File: config.mk
export PLATFORM = sky130hd
export DESIGN_NAME = batch_nml_op_issuer
export DESIGN_NICKNAME = d
export VERILOG_FILES = /design/src/rtl/bn_pkg.sv /design/src/rtl/bn_param_regfile.sv /design/src/rtl/batch_nml_op_issuer.sv
export SDC_FILE = /design/constraint.sdc
export NUM_CORES = 2
export LEC_CHECK = 0
export CORE_ASPECT_RATIO = 0.9
export CORE_MARGIN = 1
export CORE_UTILIZATION = 62
export DETAILED_ROUTE_END_ITERATION = 7
export GPL_TIMING_DRIVEN = 1
export PLACE_DENSITY_LB_ADDON = 0.12
export RECOVER_POWER = 100
export SYNTH_ARGS = -nofsm -noshare
export SYNTH_HDL_FRONTEND = slang
export SYNTH_MEMORY_MAX_BITS = 65536
export SYNTH_SLANG_ARGS = --single-unit
File: constraint.sdc
create_clock -name aclk -period 5 [get_ports aclk]
set_input_delay 1 -clock aclk [delete_from_list [all_inputs] [get_ports aclk]]
set_output_delay 1 -clock aclk [all_outputs]
set_load 0.1 [all_outputs]
File: src/rtl/bn_pkg.sv
// Shared encodings, constants and flag helpers for the batch-norm operand issuer.
package bn_pkg;

    localparam logic [1:0] BN_CAL_FMT_INT16 = 2'b00;
    localparam logic [1:0] BN_CAL_FMT_INT32 = 2'b01;
    localparam logic [1:0] BN_CAL_FMT_FP32  = 2'b10;

    localparam logic [31:0] FP32_ONE      = 32'h3F80_0000;
    localparam logic [31:0] FP32_NEG_ZERO = 32'h8000_0000;

    typedef enum logic [1:0] {IDLE, RUN, DONE} bn_state_e;

    function automatic logic calc_is_a_eq_1(input logic [1:0]  fmt,
                                            input logic [4:0]  accrc,
                                            input logic [31:0] a);
        if (fmt == BN_CAL_FMT_FP32) begin
            return a == FP32_ONE;
        end
        return a == (32'd1 << accrc);
    endfunction

    // Both signed zeros count as zero in FP32.
    function automatic logic calc_is_b_eq_0(input logic [1:0]  fmt,
                                            input logic [31:0] b);
        if (fmt == BN_CAL_FMT_FP32) begin
            return (b == 32'd0) || (b == FP32_NEG_ZERO);
        end
        return b == 32'd0;
    endfunction

endpackage

File: src/rtl/bn_param_regfile.sv
// Per-channel A/B parameter storage with precomputed flags.
// Synchronous write port, asynchronous read port, no reset on the contents.
module bn_param_regfile #(
    parameter int unsigned MAX_CHN_N = 64,
    parameter int unsigned ADDR_W    = $clog2(MAX_CHN_N)
) (
    input  logic              clk,
    input  logic              wen,
    input  logic [ADDR_W-1:0] waddr,
    input  logic [31:0]       wdata_a,
    input  logic [31:0]       wdata_b,
    input  logic              wdata_a_eq_1,
    input  logic              wdata_b_eq_0,
    input  logic [ADDR_W-1:0] raddr,
    output logic [31:0]       rdata_a,
    output logic [31:0]       rdata_b,
    output logic              rdata_a_eq_1,
    output logic              rdata_b_eq_0
);

    logic [65:0] mem [MAX_CHN_N];

    always_ff @(posedge clk) begin
        if (wen) begin
            mem[waddr] <= {wdata_a, wdata_b, wdata_a_eq_1, wdata_b_eq_0};
        end
    end

    assign {rdata_a, rdata_b, rdata_a_eq_1, rdata_b_eq_0} = mem[raddr];

endmodule

File: src/rtl/batch_nml_op_issuer.sv
// Issues one (A[c], x, B[c]) MAC operation per accepted feature, tagging each
// with channel-last / frame-last, and checks the producer's end-of-frame marker.
module batch_nml_op_issuer
    import bn_pkg::*;
#(
    parameter int unsigned MAX_CHN_N = 64,
    parameter int unsigned SIM_DELAY = 1
) (
    input  logic                         aclk,
    input  logic                         aresetn,
    input  logic                         aclken,
    input  logic [1:0]                   bn_calfmt,
    input  logic [4:0]                   fixed_point_quat_accrc,
    input  logic [15:0]                  ftm_sz,
    input  logic [15:0]                  chn_n,
    input  logic                         param_wen,
    input  logic [$clog2(MAX_CHN_N)-1:0] param_waddr,
    input  logic [31:0]                  param_wdata_a,
    input  logic [31:0]                  param_wdata_b,
    input  logic                         start,
    output logic                         busy,
    output logic                         done,
    output logic                         frame_err,
    input  logic [31:0]                  s_ftm_data,
    input  logic                         s_ftm_last,
    input  logic                         s_ftm_valid,
    output logic                         s_ftm_ready,
    output logic [31:0]                  mac_cell_i_op_a,
    output logic [31:0]                  mac_cell_i_op_x,
    output logic [31:0]                  mac_cell_i_op_b,
    output logic                         mac_cell_i_is_a_eq_1,
    output logic                         mac_cell_i_is_b_eq_0,
    output logic [1:0]                   mac_cell_i_info_along,
    output logic                         mac_cell_i_vld
);

    localparam int unsigned AW = $clog2(MAX_CHN_N);

    // Register updates carry no modelled delay; SIM_DELAY is accepted so that
    // existing instantiations keep elaborating.
    if (SIM_DELAY > 32'd0) begin : g_sim_delay_unmodelled
    end

    bn_state_e   state;
    logic [15:0] elem_cnt;
    logic [15:0] chn_cnt;

    logic        accept;
    logic        elem_last;
    logic        frame_last;
    logic        param_we;
    logic [31:0] rd_a;
    logic [31:0] rd_b;
    logic        rd_a_eq_1;
    logic        rd_b_eq_0;

    assign s_ftm_ready = aclken && (state == RUN);
    assign accept      = s_ftm_valid && s_ftm_ready;
    assign elem_last   = (elem_cnt == ftm_sz);
    assign frame_last  = elem_last && (chn_cnt == chn_n);
    assign param_we    = aclken && param_wen && (state == IDLE);

    bn_param_regfile #(
        .MAX_CHN_N (MAX_CHN_N),
        .ADDR_W    (AW)
    ) u_regfile (
        .clk          (aclk),
        .wen          (param_we),
        .waddr        (param_waddr),
        .wdata_a      (param_wdata_a),
        .wdata_b      (param_wdata_b),
        .wdata_a_eq_1 (calc_is_a_eq_1(bn_calfmt, fixed_point_quat_accrc, param_wdata_a)),
        .wdata_b_eq_0 (calc_is_b_eq_0(bn_calfmt, param_wdata_b)),
        .raddr        (chn_cnt[AW-1:0]),
        .rdata_a      (rd_a),
        .rdata_b      (rd_b),
        .rdata_a_eq_1 (rd_a_eq_1),
        .rdata_b_eq_0 (rd_b_eq_0)
    );

    always_ff @(posedge aclk or negedge aresetn) begin
        if (!aresetn) begin
            state                 <= IDLE;
            elem_cnt              <= 16'd0;
            chn_cnt               <= 16'd0;
            busy                  <= 1'b0;
            done                  <= 1'b0;
            frame_err             <= 1'b0;
            mac_cell_i_op_a       <= 32'd0;
            mac_cell_i_op_x       <= 32'd0;
            mac_cell_i_op_b       <= 32'd0;
            mac_cell_i_is_a_eq_1  <= 1'b0;
            mac_cell_i_is_b_eq_0  <= 1'b0;
            mac_cell_i_info_along <= 2'b00;
            mac_cell_i_vld        <= 1'b0;
        end else if (aclken) begin
            done           <= 1'b0;
            mac_cell_i_vld <= 1'b0;
            case (state)
                IDLE: begin
                    if (start) begin
                        state     <= RUN;
                        busy      <= 1'b1;
                        elem_cnt  <= 16'd0;
                        chn_cnt   <= 16'd0;
                        frame_err <= 1'b0;
                    end
                end
                RUN: begin
                    if (accept) begin
                        mac_cell_i_vld        <= 1'b1;
                        mac_cell_i_op_x       <= s_ftm_data;
                        mac_cell_i_op_a       <= rd_a;
                        mac_cell_i_op_b       <= rd_b;
                        mac_cell_i_is_a_eq_1  <= rd_a_eq_1;
                        mac_cell_i_is_b_eq_0  <= rd_b_eq_0;
                        mac_cell_i_info_along <= {frame_last, elem_last};
                        // The frame always ends by count; a wrong marker is only flagged.
                        if (s_ftm_last != frame_last) begin
                            frame_err <= 1'b1;
                        end
                        if (elem_last) begin
                            elem_cnt <= 16'd0;
                            chn_cnt  <= frame_last ? 16'd0 : chn_cnt + 16'd1;
                        end else begin
                            elem_cnt <= elem_cnt + 16'd1;
                        end
                        if (frame_last) begin
                            state <= DONE;
                            busy  <= 1'b0;
                            done  <= 1'b1;
                        end
                    end
                end
                DONE: begin
                    state <= IDLE;
                end
                default: begin
                    state <= IDLE;
                end
            endcase
        end
    end

endmodule

==> flow_results.org <==
** Run status
- The flow ran to the end, but the final reports show violations.
- The final reports fail on capacitance limit, slew limit.

** Yosys
- In this run, distinct cell masters in the synthesized netlist total 74.
- Syn Inst Count :: 7858
- Proportion of synthesized flip-flops having asynchronous set or reset :: 0.0316
- Counting every net in the synthesized netlist gives 8008.
- The synthesized design contains 4224 enable-type register cells.
- edfxtp_1 is the most common cell in the netlist.
- Sorting the synthesized cells by how often they occur yields 4224 x edfxtp_1, 836 x mux4_2, 407 x mux2i_1, 308 x nand2_1, 231 x clkbuf_1.
- Number of synthesized register bits :: 4362
- For this run, the register share of the synthesized area comes to 0.781.
- Area of the mapped netlist :: 167000 µm²
- The share of synthesized area in the top cell type comes to 0.760.
- Synthesis Warnings :: 0
- In the synthesized netlist the dominant register cell turns out to be edfxtp_1.
- Dividing the synthesized area by the synthesized cell count gives 21.2 µm².
- Of all cell types, the one taking the most synthesized area is edfxtp_1.
- Most area-consuming cells after synthesis :: edfxtp_1 76%, mux4_2 11%, mux2i_1 2.4%

** Floorplan
- In this run the count of I/O pins placed on the die edge is 253.
- From left edge to right edge, the die measures 549 µm.
- Chip Height :: 494 µm
- Full die area :: 271000 µm²
- The floorplan has 180 rows.
- Effective utilization at floorplan :: 0.624
- Standard cell core area :: 267000 µm²

** Worst setup path
- Data on the critical path arrives at its endpoint at 5.49 ns.
- Of all nets on the critical path, the largest fanout is 34.
- WS Path Type :: primary input to flop
- The worst setup path is captured at a flop.
- Slowest cell delay on critical path :: 0.98 ns
- Crit path launch type :: primary input
- Required time worst endpoint :: 5.83 ns
- The slowest stage of the critical path belongs to the cell buf_2.
- Sequence of cells on the critical path :: dlygate4sd3_1 -> clkbuf_1 -> and2_0 -> nand2_1 -> buf_2 -> a21oi_1 -> o211ai_1 -> o32a_1

** Clock tree
- TritonCTS clock tree :: yes
- Number of buffers created by CTS :: 415
- Counting every sink on the clock net gives 4362.
- H-tree Lvls :: 5
- Once the clock tree was built, the setup fixing pass inserted 0 buffers.
- Count of cells resized by post-cts repair :: 0
- Clock-pin slew was measured on the worst setup and hold paths at 0.06 ns.
- Number of hold buffers added after CTS :: 0
- Cell at the root of the clock tree :: clkbuf_16
- The later pin in the worst-skew pair is clocked with a latency of 0.95 ns.
- Maximum buffer depth of the clock tree :: 4

** Drt
- Length of the first detailed-routing pass in iterations :: 6
- Total Routed Length :: 488 mm
- DR vias/cell :: 7.14
- DRC viols :: 0
- Number of vias after detailed routing :: 88800
- The count of nets left with antenna violations once routing finished came out at 0.
- Initial DRC Count :: 13500
- In the final routed layout, each cell accounts on average for 39.3 µm.

** Run
- Max_cap viols :: 129

** Power
- For this design the ratio of total power to cell area is 522 nW/µm².
- Clock group share of total power :: 0.318
- IR drop worst, VDD :: 0.000463 V
- Net Sw Frac :: 0.304
- LEAKAGE :: 58.7 nW
- The share of total power dissipated in sequential elements is 0.422.
- In this run the power spent charging and discharging nets is 0.0300 W.
- The share of total power dissipated in combinational logic is 0.260.
- Final Power :: 0.0987 W
- Power Internal :: 0.0687 W

** Timing
- Worst clock skew :: 0.0680 ns
- RSZ-0062 raised after global routing :: false
- The number of max-slew violations in the final report came to 6342.
- Slew at the pin closest to its max-slew limit :: 4.54 ns
- Period minus WS final :: 4.66 ns
- Setup violations remaining at the end of the flow were counted as 0.
- Dividing the final minimum period by the clock period gives 0.932.
- Top achievable clock speed :: 0.214 GHz
- Summed over all failing endpoints, the final setup total negative slack is 0 ns.
- In this run the tightest slew margin relative to its limit is -2.03.
- Final Hold Violating Endpoints :: 0

** Placement
- Port bufs :: 252
- Detailed placement HPWL :: 288 mm
- At the end of routability-driven placement, the weighted congestion stood at 0.889.
- In this run, placement finished with an instance count of 11700.

** Global routing
- Initial antenna violation count :: 34
- Summed over all layers, the global routing overflow is 0.
- The via count of the first global-routing pass was 87100.
- Maximum number of pins on one net before global-route repair :: 95
- Global-route wire length before repair :: 676 mm
- Total Routing Usage GR :: 0.363

** Cells and area
- Fill cell total of the finished layout :: 15900
- The net count of the finished layout is 8676.
- The area growth from synthesis to layout is 13.2%.
- Of the cells placed in the final design, the portion with a size suffix greater than 1 is 0.217.
- The count of cells in the finished layout, fillers not included, comes to 12400.

** Worst hold path
- Hold Crit Class :: primary input to flop
[critical path, delay by kind of cell]
kind,cells,cell delay (ns)
compound gates,3,0.94
buf+inv,3,2.36
simple gates,2,1.11
[placed cells by master, fill, tap and decap left out, types with 45 or more instances in the layout]
| cell | instances |
|---|---|
| nand4_1 | 45 |
| clkinv_2 | 87 |
| clkbuf_16 | 422 |
| edfxtp_1 | 4224 |
| buf_12 | 62 |
| a22oi_1 | 162 |
| mux4_2 | 836 |
| o22ai_1 | 90 |
| a221oi_1 | 125 |
| mux2i_1 | 407 |
| dlygate4sd3_1 | 104 |
| o21ai_0 | 75 |
| a22o_1 | 59 |
| clkdlybuf4s50_1 | 81 |
| dfrtp_1 | 132 |
| clkinv_1 | 48 |
| nand2_1 | 307 |
| o32a_1 | 67 |
| nor2_1 | 138 |
| buf_4 | 182 |
| clkbuf_2 | 57 |
| mux2_2 | 46 |
| a211oi_1 | 52 |
| a21oi_1 | 153 |
| clkbuf_1 | 297 |
[flip-flops by register name, indices dropped and copies added, names as in the netlist]
name,count
u_regfile.mem,4224
mac_cell_i_op_a,32
mac_cell_i_op_b,32
mac_cell_i_op_x,32
chn_cnt,16
elem_cnt,16
mac_cell_i_info_along,2
state,2
busy,1
done,1
frame_err,1
mac_cell_i_is_a_eq_1,1
mac_cell_i_is_b_eq_0,1
mac_cell_i_vld,1
[cell families after synthesis]
| group | share of synthesized area |
|---|---|
| adder cells (fa/ha/maj) | 0.000150 |
| buffers and inverters | 0.0132 |
| AO/OA/AOI/OAI | 0.0431 |
| flip-flops | 0.781 |
| XOR/XNOR | 0.00304 |
| multiplexers | 0.141 |
| AND/OR/NAND/NOR | 0.0185 |
[through the flow]
| step | hold slack [ns] | instance area (µm²) | setup WS, ns | utilization |
|---|---|---|---|---|
| final | 0.465 | 189000 | 0.338 | 0.707 |
| after global routing | 0.467 | 189000 | 0.308 | 0.706 |
| after CTS | 0.0622 | 191000 | 0.773 | 0.713 |
| after detailed placement | 0.461 | 177000 | 0.229 | 0.663 |
| after global placement | 0.456 | 177000 | -0.467 | 0.663 |
| after floorplan | 0.501 | 167000 | -0.0743 | - |
[final cells by class]
cell class	count	area (µm²)	share of cell area
antenna	22	55.1	0.000291
multi-input combinational	3019	34800	0.184
sequential	4362	130000	0.690
clock buffer	556	11400	0.0604
timing repair buffer	716	5730	0.0303
inverter	12	47.5	0.000252
clock inverter	200	2110	0.0112
tap	3549	4440	0.0235
[path summary, 6_finish.rpt]
check                                    start  slack [ns]  cells after the start                    to
setup / recovery                        aclken        0.34                      8    mac_cell_i_op_a[5]
hold / removal               param_wdata_a[28]        0.46                      1  u_regfile.mem[8][62]
setup reg to reg                    chn_cnt[0]        0.56                      7    mac_cell_i_op_a[0]
hold reg to reg            mac_cell_i_op_x[27]        0.47                      2   mac_cell_i_op_x[27]
max in group asynchronous              aresetn        0.44                      2   mac_cell_i_op_a[30]
min in group asynchronous              aresetn        1.69                      1   mac_cell_i_op_b[26]
[per-layer routing]
metal | track usage | up-vias | part of all wire
met1 | 0.505 | 46500 | 0.36
li1 | - | 34500 | -
met2 | 0.551 | 6691 | 0.46
met5 | 0 | - | 0.00036
met4 | 0.160 | 22 | 0.051
met3 | 0.0944 | 1080 | 0.13
[power by group through the flow]
stage	logic (W)	registers, W	clock network, W
finish	0.0256	0.0416	0.0314
global route	0.0266	0.0416	0.0329
global placement	0.0254	0.0423	0
floorplan	0.0147	0.0439	0
detailed placement	0.0256	0.0423	0
CTS	0.0258	0.0415	0.0316
Note: power is estimated with default switching activity, not from simulation.
